### config.mk
export PLATFORM = sky130hd
export DESIGN_NAME = mod_acc_seq
export DESIGN_NICKNAME = d
export VERILOG_FILES = /design/src/rtl/mod_acc_pkg.sv /design/src/rtl/mod_adder_reg.sv /design/src/rtl/mod_acc_seq.sv
export SDC_FILE = /design/constraint.sdc
export NUM_CORES = 1
export LEC_CHECK = 0
export CORE_UTILIZATION = 43
export CTS_BUF_LIST = sky130_fd_sc_hd__clkbuf_8
export CTS_CLUSTER_DIAMETER = 50
export DETAILED_ROUTE_END_ITERATION = 8
export PLACE_DENSITY = 0.74
export SLEW_MARGIN = 25
export SYNTH_ARGS = -nofsm -noshare
export SYNTH_HDL_FRONTEND = slang
export SYNTH_SLANG_ARGS = --single-unit
### constraint.sdc
create_clock -name iClk -period 5.15 [get_ports iClk]
set_clock_uncertainty 0.05 [all_clocks]
set_input_delay 1.545 -clock iClk [delete_from_list [all_inputs] [get_ports iClk]]
set_output_delay 1.545 -clock iClk [all_outputs]
set_load 0.05 [all_outputs]
### src/rtl/mod_acc_pkg.sv
// Shared definitions for the modular accumulator sequencer:
// state encoding and default datapath widths.
package mod_acc_pkg;

    localparam int BITWIDTH_DEF = 16;
    localparam int LENW_DEF     = 8;

    typedef enum logic [1:0] {
        IDLE = 2'd0,
        ACC  = 2'd1,
        OUT  = 2'd2
    } state_t;

endpackage

### src/rtl/mod_adder_reg.sv
// Registered modular adder: oData <= (iData0 + iData1) mod iQ when enabled.
// Inputs are assumed already reduced (< iQ), so one conditional subtract suffices.
module mod_adder_reg
    import mod_acc_pkg::*;
#(
    parameter int BITWIDTH = BITWIDTH_DEF
) (
    input  logic                iClk,
    input  logic                iRstN,
    input  logic                iEn,
    input  logic                iClr,
    input  logic [BITWIDTH-1:0] iData0,
    input  logic [BITWIDTH-1:0] iData1,
    input  logic [BITWIDTH-1:0] iQ,
    output logic [BITWIDTH-1:0] oData
);

    logic [BITWIDTH:0]   w_sum;
    logic [BITWIDTH:0]   w_diff;
    logic [BITWIDTH-1:0] w_res;
    logic [BITWIDTH-1:0] r_acc;

    // Carry bit kept so wide operands near Q do not lose the overflow.
    assign w_sum  = {1'b0, iData0} + {1'b0, iData1};
    assign w_diff = w_sum - {1'b0, iQ};
    assign w_res  = (w_sum < {1'b0, iQ}) ? w_sum[BITWIDTH-1:0] : w_diff[BITWIDTH-1:0];

    always_ff @(posedge iClk or negedge iRstN) begin
        if (!iRstN) begin
            r_acc <= '0;
        end else if (iClr) begin
            r_acc <= '0;
        end else if (iEn) begin
            r_acc <= w_res;
        end
    end

    assign oData = r_acc;

endmodule

### src/rtl/mod_acc_seq.sv
// Sequencer that folds L streamed operands into a mod-Q accumulator and
// hands the final residue to a valid/ready consumer.
module mod_acc_seq
    import mod_acc_pkg::*;
#(
    parameter int BITWIDTH = BITWIDTH_DEF,
    parameter int LENW     = LENW_DEF
) (
    input  logic                iClk,
    input  logic                iRst,
    input  logic                iStart,
    input  logic [LENW-1:0]     iLen,
    input  logic [BITWIDTH-1:0] iQ,
    input  logic                iInValid,
    output logic                oInReady,
    input  logic [BITWIDTH-1:0] iInData,
    output logic                oOutValid,
    input  logic                iOutReady,
    output logic [BITWIDTH-1:0] oOutData,
    output logic                oBusy
);

    state_t              r_state;
    state_t              w_state_nxt;
    logic [LENW-1:0]     r_cnt;
    logic [LENW-1:0]     r_len;
    logic [BITWIDTH-1:0] r_q;
    logic [BITWIDTH-1:0] w_acc;
    logic                w_en;
    logic                w_clr;
    logic                w_last;

    assign w_last = (r_cnt == r_len - LENW'(1));

    always_ff @(posedge iClk) begin
        if (iRst) begin
            r_state <= IDLE;
            r_cnt   <= '0;
            r_len   <= '0;
            r_q     <= '0;
        end else begin
            r_state <= w_state_nxt;
            if (r_state == IDLE && iStart) begin
                r_len <= iLen;
                r_q   <= iQ;
                r_cnt <= '0;
            end else if (w_en) begin
                r_cnt <= r_cnt + LENW'(1);
            end
        end
    end

    always_comb begin
        w_state_nxt = r_state;
        w_en        = 1'b0;
        w_clr       = iRst;
        oInReady    = 1'b0;
        oOutValid   = 1'b0;
        oOutData    = '0;
        oBusy       = 1'b1;
        case (r_state)
            IDLE: begin
                oBusy = 1'b0;
                if (iStart) begin
                    w_clr       = 1'b1;
                    w_state_nxt = (iLen == '0) ? OUT : ACC;
                end
            end
            ACC: begin
                oInReady = 1'b1;
                w_en     = iInValid;
                if (iInValid && w_last) begin
                    w_state_nxt = OUT;
                end
            end
            OUT: begin
                oOutValid = 1'b1;
                oOutData  = w_acc;
                // Clearing on the accepting edge leaves IDLE with a zeroed accumulator.
                if (iOutReady) begin
                    w_clr       = 1'b1;
                    w_state_nxt = IDLE;
                end
            end
            default: begin
                w_state_nxt = IDLE;
            end
        endcase
    end

    mod_adder_reg #(
        .BITWIDTH(BITWIDTH)
    ) u_adder (
        .iClk  (iClk),
        .iRstN (1'b1),
        .iEn   (w_en),
        .iClr  (w_clr),
        .iData0(w_acc),
        .iData1(iInData),
        .iQ    (r_q),
        .oData (w_acc)
    );

endmodule

After elaboration in Yosys (flattened, before gate mapping)
Index checks and enable logic that the tools add are counted.

Flip-flop bits (word level): 50. Input bits: 45. Output and inout port bits: 19.

Add/subtract/negate cells: 4. $lt $le $gt $ge: 1. Eq/ne operators: 6. Mux-type cells: 14. Reduce and logical (&&, ||, !) cells: 6.

Operators with widths (count): $mux 16 (2); $add 16x16->17 (1); $lt 17x16->1 (1); $sub 16x16->16 (1); $add 8x1->8 const B (1); $eq 8x8->1 (1); $logic_not 8->1 (1); $mux 2 (4); $sub 8x1->8 const B (1); $mux 1 (6); $ne 2x2->1 const B (3); $pmux 2 s3 (1); $reduce_and 3->1 (1); $eq 2x1->1 const B (1); $eq 2x2->1 const B (1); $logic_and 1x1->1 (2); $logic_not 2->1 (1); $pmux 1 s2 (1); $reduce_or 2->1 (1).

Longest topological paths before layout
Depth in word-level cells: 5. Gate-level depth with buffers: 16. Gate-level depth less buffers: 15.

Hierarchy
From an unflattened synthesis, not the netlist that was laid out.

Cells, all modules: 499. Area total of the unflattened synthesis: 4038.9 µm².

By module, submodules not included: mod_adder_reg (times used 1, cells an instance 282, area an instance 2348.5 µm²); mod_acc_seq (times used 1, cells an instance 217, area an instance 1690.4 µm²).

Least setup slack after synthesis
OpenSTA, ideal clock, no wires.

Path type: input port to flip-flop. Start: input iInData[4]. End: register u_adder.r_acc[0], in the netlist u_adder.oData[0]. Library setup time: 70 ps. Arrival time: 5234 ps. Required time: 5030 ps. Setup slack: -204 ps. Stages: 14. Cells stage by stage: ha_1 > or3_4 > a211o_1 > a2111o_1 > a31oi_1 > xnor2_1 > ha_1 > and4_1 > nor2b_1 > a311oi_1 > a21oi_1 > a211oi_4 > mux2_2 > a21oi_1.

Word-level cells in the longest chain between the ends: 3.

RTL lines: start: declaration (line mod_acc_seq.sv:16) `input logic [BITWIDTH-1:0] iInData,`; $add 16x16->17 (line mod_adder_reg.sv:24) `assign w_sum = {1'b0, iData0} + {1'b0, iData1};`; $lt 17x16->1 (line mod_adder_reg.sv:26) `assign w_res = (w_sum < {1'b0, iQ}) ? w_sum[BITWIDTH-1:0] : w_diff[BITWIDTH-1:0];`; $mux 16 (line mod_adder_reg.sv:26); end signal: assignment (line mod_adder_reg.sv:34) `r_acc <= w_res;`; end: declaration (line mod_adder_reg.sv:21) `logic [BITWIDTH-1:0] r_acc;`.

No other way between the ends. A chain may end at the register's enable or synchronous reset.

Worst setup path in the final report
Start: input iInData[6]. End: register u_adder.r_acc[0], in the netlist u_adder.oData[0].

Same word-level chain as after synthesis.

==> results <==
- The kind of cell adding the most delay to the critical path is compound AO/OA/AOI/OAI gates.
- The worst reg2reg path endpoint is u_adder.oData[0].
- After synthesis, the mean cell area works out to 7.74 µm².
- Dividing total power by cell area gives a power density of 243 nW/µm².
- The clock-pin slew on the worst setup and hold paths is 0.10 ns.
- The count of routing violations after the opening detailed-route iteration is 192.
- The layout has 790 filler cells.
- The routed length per placed instance is 15.1 µm.
- The number of distinct library cells after synthesis is 56.
- Of the total power, combinational logic draws 0.483.
- In this run the deepest clock path goes through 2 buffers.
- The detailed-route via count is 3959.
- The repair_antennas step left the layout with diodes totalling 0.
- The H-tree was split into 2 levels.
- The die outline width is 96.2 µm.
- The clock tree root buffer cell is sky130_fd_sc_hd__clkbuf_8.
- The number of synthesis warnings is 0.
- The overall routed net length is 10.9 mm.
- Traced cell by cell, the critical path runs through dlygate4sd2_1 > ha_2 > or3_4 > a211o_1 > a2111o_1 > a31oi_4 > xnor2_2 > ha_1 > and4_4 > nor2b_4 > a311oi_2 > a21oi_2 > a211oi_4 > buf_6 > mux2_4 > a21oi_2.
- After routing, the total negative slack on setup checks comes to 0 ns.
- Detailed routing placed a total of 453 µm of wire on met3.
- The number of buffers created by CTS is 5.
- At the pin with the least slew margin, the transition time is 0.835 ns.
- The pre-antenna-repair detailed-routing pass consisted of 5 iterations.
- The via count of the first global-routing pass was 3747.
- TritonCTS built the clock tree.
- The via-per-instance ratio is 5.48.
- The count of unresolved DRC violations after routing is 0.
- The global-route congestion overflow total is 0.
- Of the total synthesized cell area, the portion taken by full adders, half adders and majority gates is 0.122.
- The boundary pin count is 64.
- Of the cells placed in the final design, the portion with a size suffix greater than 1 is 0.202.
- In this run the vertical extent of the chip is 96.2 µm.
- The post-synthesis instance total is 493.
- The highest routed metal layer is met4.
- The final number of hold-violating endpoints came to 0.
- Of the total power, the clock network draws 0.195.
- The proportion of synthesized chip area in sequential cells is 0.262.
- The remaining number of nets flagged by the antenna check after routing is 0.
- The beginning of the worst hold path is r_q[1].
- The region available for standard cell placement spans 8680 µm².
- The path type of the worst setup path is in2reg.
- The pin count of the biggest net entering global routing is 32.
- The post-route met1 wirelength is 4.87 mm.
- The slack of the worst reg-to-reg path is 1.14 ns.
- The cell that appears most often on the critical path is sky130_fd_sc_hd__a21oi_2.
- The highest clock rate is 0.197 GHz.
- Setup violations remaining at the end of the flow were counted as 0.
- The total of buffers placed on input and output ports is 63.
- The number of sinks on the clock net is 50.
- The area of the die is 9260 µm².
- The total of max-cap violations is 0.
- The analysis attributes to net switching a power of 469 µW.
- The cell at the slowest stage of the critical path is sky130_fd_sc_hd__a2111o_1.
- The switching part of the total is 0.359.
- The maximum fanout encountered on the critical timing path is 7.
- The startpoint kind of the worst setup timing path is an input port.
- The initial core utilization is 0.440.
- In this run the critical register-to-register path is launched from u_adder.oData[5].
- The number of nets in the synthesized netlist is 574.
- The largest single stage delay on the critical path is 0.44 ns.
- The power consumption is 1.31 mW.
- The worst path in the final design needs a cycle of 5.08 ns, including I/O delays and setup.
- The run finished with clean final reports.
- The later-pin clock latency in the skew report is 0.31 ns.
- For the worst setup path, the data required time is 5.35 ns.
- The register bit count reported by yosys is 50.
- Yosys mapped a number of flops with a built-in enable equal to 0.
- The post-synthesis share of cell area spent on and, or, nand and nor gates is 0.211.
- The total number of placement rows is 34.
- The critical path contains buffers and inverters numbering 2 combined.
- After synthesis, the share of flip-flops with an asynchronous set or reset is 0.
- The weighted congestion at the end of routability-driven global placement is 0.910.
- The synthesized-area fraction occupied by ao, oa, aoi and oai cells is 0.242.
- The worst hold path was traced through 2 stages.
- The net count of the finished layout is 695.
- After legalization and detailed placement, the total HPWL measured 8.19 mm.
- The internal power of the cells totals 838 µW.
- The share of the synthesized netlist area taken by xor and xnor gates is 0.0918.
- Dividing the final minimum period by the clock period gives 0.986.
- The relative slew slack is 0.442.
- For hold timing, the worst endpoint is r_q[1].
- The static leakage is 2.27 nW.
- The mux cell area share after synthesis is 0.0265.
- For this run, the leading register cell type out of synthesis is sky130_fd_sc_hd__dfxtp_1.
- The tightest min-delay check is of the reg2reg type.
- Across the VDD grid, the largest voltage drop is 0.154 mV.
- The signed area change from the synthesized netlist to the final layout is 40.7%.
- The mapped netlist covers 3820 µm².
- The share of total power dissipated in sequential elements is 0.323.
- The final count of pins violating max slew is 0.
- The endpoint kind of the worst setup timing path is a flop.
- The main combinational cell family by area after synthesis is compound AO/OA/AOI/OAI gates.
- Summed over all nets, wire length on met2 after detailed routing comes to 5.37 mm.
- The first global-routing pass estimated 17.4 mm of wire.
- For this run, the total global-route usage over all layers was measured as 0.241.
- The initial antenna violation count came to 0.
- The data arrival time at the worst-slack endpoint is 5.28 ns.
- Counting cells, the worst reg-to-reg path comes to 15.
[cell families (layout without fill, tap and decap cells)]
| group | Yosys count | count (layout) |
|---|---|---|
| compound gates | 148 | 148 |
| xor+xnor | 40 | 40 |
| fa+ha+maj | 36 | 36 |
| buf+inv | 45 | 167 |
| flops | 50 | 50 |
| mux | 10 | 10 |
| simple gates | 164 | 164 |
[per-stage QoR]
step           cells  hold slack [ns]  setup slack [ns]   util  area (µm²)
2_1_floorplan    493            0.386           0.00798      -        3850
3_3_place_gp     705            0.396            -0.438  0.578        5020
3_5_place_dp     705            0.399            -0.590  0.578        5020
4_1_cts          718            0.414            0.0238  0.599        5200
5_1_grt          723            0.431           -0.0402  0.619        5370
6_report         723            0.409            0.0728  0.619        5370
[tightest hold or removal path, delay by kind of cell, from the launching register on]
kind	cells	cell delay (ns)
simple gates	1	0.05
flops	1	0.32
compound gates	1	0.05
[synth_stat cells (all sizes together), types with 4 or more instances]
cell     n  share of area
ha      34           0.11
inv     24          0.024
a21oi   63          0.083
clkbuf  18          0.018
a211oi   5          0.014
nand3   13          0.017
nand4    5         0.0082
a21o    10          0.020
and2    18          0.030
o21a     4         0.0079
mux2i    9          0.024
o211ai   5         0.0098
xnor2   25          0.057
nand2   72          0.071
or3      5         0.0095
nor2b    4         0.0066
nor2    21          0.021
nand2b   4         0.0066
xor2    15          0.034
o21ai   28          0.037
dfxtp   50           0.26
a31oi   10          0.016
[area by class of cell]
type	instances	area (µm²)	share of cell area
Multi-Input combinational cell	398	2860	0.532
Timing Repair Buffer	135	1190	0.221
Sequential cell	50	1000	0.186
Tap cell	108	135	0.0252
Inverter	24	90.1	0.0168
Clock buffer	6	82.6	0.0154
Clock inverter	2	16.3	0.00303
[power groups by stage]
stage	registers [mW]	logic, mW	clock network [mW]
2_1_floorplan	0.424	0.350	0
6_report	0.422	0.631	0.254
3_5_place_dp	0.430	0.568	0
3_3_place_gp	0.429	0.555	0
5_1_grt	0.424	0.689	0.271
4_1_cts	0.421	0.592	0.257
[cells in the final DEF (no fill, tap or decap), types with 3 or more instances in the layout]
cell type                          n
sky130_fd_sc_hd__clkdlybuf4s50_1  56
sky130_fd_sc_hd__dlygate4sd2_1     3
sky130_fd_sc_hd__nand2b_1          4
sky130_fd_sc_hd__o21a_1            4
sky130_fd_sc_hd__ha_1             26
sky130_fd_sc_hd__nor4_1            3
sky130_fd_sc_hd__a21oi_1          58
sky130_fd_sc_hd__o21ai_0          27
sky130_fd_sc_hd__nand2_1          70
sky130_fd_sc_hd__and3_1            3
sky130_fd_sc_hd__o31ai_1           3
sky130_fd_sc_hd__buf_4            70
sky130_fd_sc_hd__and2_1           17
sky130_fd_sc_hd__ha_4              3
sky130_fd_sc_hd__a21oi_2           4
sky130_fd_sc_hd__nand3_1          13
sky130_fd_sc_hd__o211ai_1          5
sky130_fd_sc_hd__nor2b_1           3
sky130_fd_sc_hd__inv_1            24
sky130_fd_sc_hd__xnor2_1          22
sky130_fd_sc_hd__a31oi_1           7
sky130_fd_sc_hd__nand4_1           5
sky130_fd_sc_hd__xor2_1           13
sky130_fd_sc_hd__clkbuf_8          6
sky130_fd_sc_hd__a21o_1           10
sky130_fd_sc_hd__dfxtp_1          50
sky130_fd_sc_hd__xnor2_2           3
sky130_fd_sc_hd__ha_2              5
sky130_fd_sc_hd__mux2i_1           9
sky130_fd_sc_hd__nor2_1           21
sky130_fd_sc_hd__or3_1             4
[how the worst max path moves through the flow]
| stage | end | cells past startpoint | from |
|---|---|---|---|
| detailed placement | u_adder.oData[0] | 17 | iInData[0] |
| global route | u_adder.oData[1] | 17 | iInData[6] |
| global placement | u_adder.oData[10] | 17 | iInData[0] |
| CTS | u_adder.oData[10] | 17 | iInData[0] |
| finish | u_adder.oData[0] | 16 | iInData[6] |
| floorplan | u_adder.oData[0] | 14 | iInData[6] |
[sequential cells by signal (all words and copies together) (netlist names)]
register       count
u_adder.oData     16
r_len              8
r_state            2
r_cnt              8
r_q               16
[what timing repair did]
item                       CTS  global route
hold buffers                 0             0
setup endpoints to repair   16            16
gates resized for setup     19            24
buffers inserted             6             5
pin swaps                   24            32
[metal layers]
layer	up-vias	track usage
met2	100	0.418
met1	1842	0.309
met4	0	0.0746
met5	-	0
met3	28	0.0308
li1	1989	-
(Power assumes the default switching activity.)
